==> src/rtl/unified_mem_arbiter.sv <==
// Shares one single-port memory between instruction fetch and data access; data has priority, streak-capped.
// Latency: eligible request at t -> mem_req_o at t+1 -> ack at t+1+k -> registered valid pulse at t+2+k.
// Backpressure: requesters hold req until their valid pulse; memory request held until mem_ack_i.
module unified_mem_arbiter #(
  parameter int AW           = 32,
  parameter int DW           = 32,
  parameter int MAX_D_STREAK = 4
) (
  input  logic          clk,
  input  logic          reset,
  input  logic          if_req_i,
  input  logic [AW-1:0] if_addr_i,
  input  logic          if_kill_i,
  output logic          if_valid_o,
  output logic [DW-1:0] if_rdata_o,
  output logic          if_stall_o,
  input  logic          d_req_i,
  input  logic          d_we_i,
  input  logic [AW-1:0] d_addr_i,
  input  logic [DW-1:0] d_wdata_i,
  input  logic [3:0]    d_strb_i,
  output logic          d_valid_o,
  output logic [DW-1:0] d_rdata_o,
  output logic          d_stall_o,
  output logic          mem_req_o,
  output logic          mem_we_o,
  output logic [AW-1:0] mem_addr_o,
  output logic [DW-1:0] mem_wdata_o,
  output logic [3:0]    mem_strb_o,
  input  logic          mem_ack_i,
  input  logic [DW-1:0] mem_rdata_i
);

  localparam int SW = $clog2(MAX_D_STREAK + 1);
  localparam logic [SW-1:0] STREAK_MAX = SW'(MAX_D_STREAK);

  typedef enum logic [1:0] {
    IDLE   = 2'd0,
    BUSY_I = 2'd1,
    BUSY_D = 2'd2
  } state_t;

  state_t        state_q, state_d;
  logic [SW-1:0] streak_q, streak_d;
  logic          kill_q, kill_d;

  logic if_elig, d_elig;
  logic f_cand, d_cand;
  logic arb_slot;
  logic grant_f, grant_d;
  logic if_done, d_done;

  assign if_stall_o = if_req_i & ~if_valid_o;
  assign d_stall_o  = d_req_i & ~d_valid_o;

  // A requester whose valid is pulsing this cycle has already been served.
  assign if_elig = if_req_i & ~if_valid_o;
  assign d_elig  = d_req_i & ~d_valid_o;

  always_ff @(posedge clk or negedge reset) begin
    if (!reset) begin
      state_q  <= IDLE;
      streak_q <= '0;
      kill_q   <= 1'b0;
    end else begin
      state_q  <= state_d;
      streak_q <= streak_d;
      kill_q   <= kill_d;
    end
  end

  always_comb begin
    state_d  = state_q;
    streak_d = streak_q;
    kill_d   = kill_q;
    grant_f  = 1'b0;
    grant_d  = 1'b0;
    if_done  = 1'b0;
    d_done   = 1'b0;

    // In an ack cycle the owner's valid has not pulsed yet, so it is excluded here.
    f_cand   = if_elig & (state_q != BUSY_I);
    d_cand   = d_elig & (state_q != BUSY_D);
    arb_slot = (state_q == IDLE) | mem_ack_i;

    case (state_q)
      BUSY_I: begin
        kill_d = kill_q | if_kill_i;
        if (mem_ack_i) begin
          if_done = ~kill_d;
          kill_d  = 1'b0;
        end
      end
      BUSY_D: begin
        d_done = mem_ack_i;
      end
      default: begin
        kill_d = 1'b0;
      end
    endcase

    if (arb_slot) begin
      if (f_cand && (!d_cand || streak_q == STREAK_MAX)) begin
        grant_f = 1'b1;
      end else if (d_cand) begin
        grant_d = 1'b1;
      end

      if (grant_f) begin
        state_d  = BUSY_I;
        streak_d = '0;
      end else if (grant_d) begin
        state_d = BUSY_D;
        if (!f_cand) begin
          streak_d = '0;
        end else if (streak_q != STREAK_MAX) begin
          streak_d = streak_q + 1'b1;
        end
      end else begin
        state_d = IDLE;
      end
    end
  end

  always_ff @(posedge clk or negedge reset) begin
    if (!reset) begin
      if_valid_o  <= 1'b0;
      if_rdata_o  <= '0;
      d_valid_o   <= 1'b0;
      d_rdata_o   <= '0;
      mem_req_o   <= 1'b0;
      mem_we_o    <= 1'b0;
      mem_addr_o  <= '0;
      mem_wdata_o <= '0;
      mem_strb_o  <= 4'h0;
    end else begin
      if_valid_o <= if_done;
      d_valid_o  <= d_done;
      if (if_done) begin
        if_rdata_o <= mem_rdata_i;
      end
      // Stores complete without disturbing the last load result.
      if (d_done && !mem_we_o) begin
        d_rdata_o <= mem_rdata_i;
      end

      if (grant_f) begin
        mem_req_o   <= 1'b1;
        mem_we_o    <= 1'b0;
        mem_addr_o  <= if_addr_i;
        mem_wdata_o <= '0;
        mem_strb_o  <= 4'h0;
      end else if (grant_d) begin
        mem_req_o   <= 1'b1;
        mem_we_o    <= d_we_i;
        mem_addr_o  <= d_addr_i;
        mem_wdata_o <= d_we_i ? d_wdata_i : '0;
        mem_strb_o  <= d_we_i ? d_strb_i : 4'h0;
      end else if (arb_slot) begin
        mem_req_o   <= 1'b0;
        mem_we_o    <= 1'b0;
        mem_addr_o  <= '0;
        mem_wdata_o <= '0;
        mem_strb_o  <= 4'h0;
      end
    end
  end

endmodule
==> config.mk <==
export PLATFORM = sky130hd
export DESIGN_NAME = unified_mem_arbiter
export DESIGN_NICKNAME = d
export VERILOG_FILES = /design/src/rtl/unified_mem_arbiter.sv
export SDC_FILE = /design/constraint.sdc
export NUM_CORES = 1
export LEC_CHECK = 0
export BUFFER_PORTS_ARGS = -buffer_cell sky130_fd_sc_hd__buf_2
export CAP_MARGIN = 10
export CORE_MARGIN = 5
export CORE_UTILIZATION = 41
export CTS_BUF_LIST = sky130_fd_sc_hd__clkbuf_4 sky130_fd_sc_hd__clkbuf_8 sky130_fd_sc_hd__clkbuf_16
export DETAILED_ROUTE_END_ITERATION = 8
export GPL_TIMING_DRIVEN = 0
export PLACE_DENSITY = 0.75
export SYNTH_ARGS = -nofsm -noshare
export SYNTH_HDL_FRONTEND = slang
export SYNTH_SLANG_ARGS = --single-unit
==> constraint.sdc <==
create_clock -name clk -period 1.8 [get_ports clk]
set_clock_uncertainty 0.2 [all_clocks]
set_input_delay 0.27 -clock clk [delete_from_list [all_inputs] [get_ports clk]]
set_output_delay 0.27 -clock clk [all_outputs]
set_load 0.02 [all_outputs]
==> impl_metrics.csv <==
group,metric,value,unit
clock_network,cts_root_buf,"clkbuf_16",
logic_synthesis,netlist_area,5560,um^2
logic_synthesis,yosys_warnings,0,
global_route,grt_use_total,23.6,%
run,cap_violations,0,
routing,ant_nets,0,
routing,drt-pass1-iter-count,5,
clock_network,clk_latency,0.41,ns
global_route,first_global_vias,5813,
logic_synthesis,synth_cell_types,27,
floorplan,row_count,42,
cells_and_area,area_delta_synth_final,71.4,%
timing,period_minus_slack,1.84,ns
placement,dp_cells,832,
routing,wl_met2,9.61,mm
routing,drt_wl_total,19.0,mm
logic_synthesis,syn_inst,380,
floorplan,start_util,42.0,%
timing,setup_viol,24,
critical_path,startpoint_type,"register",
critical_path,worst-r2r-cell-count,5,
floorplan,die_h,126,um
logic_synthesis,ys_seq_area_share,64.0,%
clock_network,cts_tree,"built",
global_route,grt_overflow,0,
routing,top_layer_used,"met4",
timing,report.final.slew_viol_count,0,
routing,wl_met3,1.73,mm
global_route,grt_max_degree,94,
routing,first_iter_violations,286,
timing,rsz0062_at_grt,"true",
cells_and_area,fillers,849,
power_and_ir_drop,p_per_area,1580,nW/um^2
clock_network,htree_num_levels,4,
placement,dpl.hpwl,11.5,mm
logic_synthesis,syn_avg_cell_area,14.6,um^2
clock_network,clk_pin_slew,0.06,ns
timing,max-slew-margin-rel,68.2,%
timing,hold_viol,0,
timing,fmax,544,MHz
cells_and_area,design_area,9520,um^2
floorplan,coreArea,13200,um^2
timing,worst_slack,-0.0385,ns
placement,gp_congestion,0.872,
global_route,antenna_found_initial,0,
placement,io_buffer_count,275,
clock_network,cts_sinks,142,
cells_and_area,final_layout_size_suffix_gt1_share,52.0,%
power_and_ir_drop,p_leak,4.85,nW
min_path,worstHoldPathCells,3,
routing,vias,5209,
logic_synthesis,ys_ff_latch,142,
critical_path,critPathRequiredTime,1.88,ns
logic_synthesis,syn_nets,521,
power_and_ir_drop,peakVddDrop,1.21,mV
min_path,hold_class,"input port to register",
floorplan,ios,277,
floorplan,die_w,126,um
routing,drcViolationCount,0,
routing,wl_met1,6.89,mm
critical_path,cp_max_fo,10,
global_route,grt_first_pass_wirelength,30.1,mm
floorplan,die_area,16000,um^2
routing,wl_per_cell,18.6,um
status,violations,"negative setup slack",
cells_and_area,layout.cells.non_filler,1021,
routing,via_per_inst,5.10,
cells_and_area,most-common-layout-cells,"buf_2 (278), dfrtp_1 (140), dlygate4sd3_1 (136), mux2_2 (65), a22o_1 (37)",
timing,worst_pin_slew,0.477,ns
cells_and_area,finish.net_count,972,
clock_network,clk_path_buf_depth,2,
placement,place_area,7220,um^2
status,status,"finished with violations",
critical_path,end_kind,"register",
cells_and_area,final_common_cell,"buf_2",
clock_network,cts_buffers,17,
critical_path,worstSetupPathType,"register to register",
timing,period_share,102,%
critical_path,arrival,1.92,ns
## kinds of logic (layout without fill, tap and decap cells)
| family | Yosys count | in the layout | share of synthesized area [%] |
|---|---|---|---|
| compound gates | 82 | 82 | 13.4 |
| fa+ha+maj | 2 | 2 | 0.450 |
| buf+inv | 30 | 494 | 2.86 |
| flops | 142 | 142 | 64.0 |
| mux | 65 | 65 | 13.2 |
| other cells | 0 | 1 | 0 |
| simple gates | 59 | 59 | 6.10 |
## layer usage
layer	global-route usage, %	vias to the layer above
li1	-	2321
met1	25.6	2533
met2	41.0	291
met3	8.32	64
met4	11.7	0
met5	0	-
## final cells by class
class                   instances  area [um^2]  share of cell area [%]
inverters                       5         18.8                   0.197
repair buffers                433         2960                    31.0
diodes                          1         2.50                  0.0263
flip-flops and latches        142         3560                    37.3
plain buffers                  24          219                    2.30
clock inverters                13          139                    1.46
well taps                     176          220                    2.31
multi-input cells             208         1960                    20.6
clock buffers                  19          453                    4.76
## sequential cells by signal, indices dropped and copies added, names as in the netlist
signal	flops
mem_addr_o	32
if_rdata_o	32
d_valid_o	1
mem_req_o	1
if_valid_o	1
mem_we_o	1
mem_strb_o	4
d_rdata_o	32
kill_q	1
streak_q	3
mem_wdata_o	32
state_q	2
## critical path: stages (launching register included)
cell and delay [ns]:
dfrtp_1 0.40, and2b_4 0.32, nand3_4 0.11, nor2b_4 0.17
buf_6 0.15, a221o_1 0.34
## through the flow
| step | setup slack, ns | total power [mW] | TNS, ns | hold slack (ns) | util, % |
|---|---|---|---|---|---|
| final | -0.0385 | 15.1 | -0.417 | 0.0614 | 71.9 |
| after global routing | -0.0840 | 15.9 | -3.16 | 0.0715 | 71.9 |
| after CTS | -0.0717 | 14.9 | -1.32 | 0.0360 | 70.9 |
| after detailed placement | -0.416 | 10.8 | -36.41 | 0.0350 | 54.5 |
| after global placement | -1.52 | 10.6 | -245.30 | 0.261 | 54.3 |
| after floorplan | -0.101 | 8.69 | -3.71 | -0.226 | - |
## final timing paths
| check | start | end | slack (ns) |
|---|---|---|---|
| setup / recovery | d_valid_o | mem_addr_o[2] | -0.04 |
| hold / removal | mem_ack_i | d_valid_o | 0.06 |
| setup reg to reg | d_valid_o | mem_addr_o[2] | -0.04 |
| hold reg to reg | mem_req_o | mem_req_o | 0.28 |
| max in group asynchronous | reset | mem_addr_o[16] | 0.43 |
| min in group asynchronous | reset | d_rdata_o[7] | 0.17 |
## synth_stat cells
master | number | share of area (%)
clkbuf_1 | 3 | 0.20
a211oi_4 | 1 | 0.36
inv_1 | 5 | 0.34
dfrtp_1 | 142 | 64
ha_1 | 2 | 0.45
a21oi_1 | 3 | 0.27
and2b_1 | 1 | 0.14
nor2_1 | 5 | 0.34
a221oi_1 | 1 | 0.16
buf_2 | 19 | 1.7
a31oi_1 | 1 | 0.11
nor2b_1 | 3 | 0.34
nor3_1 | 2 | 0.18
nand2_1 | 6 | 0.41
nor4b_1 | 1 | 0.16
mux2_2 | 65 | 13
o21ai_2 | 1 | 0.16
nand2b_1 | 4 | 0.45
a221o_1 | 33 | 5.9
o21ai_1 | 2 | 0.18
o32ai_1 | 1 | 0.16
and2_1 | 34 | 3.8
nand3_1 | 3 | 0.27
buf_6 | 3 | 0.61
o21a_1 | 1 | 0.14
a22o_1 | 37 | 5.8
a21o_1 | 1 | 0.14
## power by group
group          leakage, nW  internal [mW]  switching, mW
Clock                0.289           2.11           1.36
Sequential            1.80           4.48          0.735
Combinational         2.76           2.79           3.61
Total                 4.85           9.39           5.71
## timing repair
item,CTS,global route
pin swaps,8,4
hold buffers,136,0
gates resized for setup,39,19
endpoints found under the setup margin,131,135
setup buffers,10,8
gates cloned,2,1
hold endpoints to repair,183,0
Note: power is estimated with default switching activity, not from simulation.
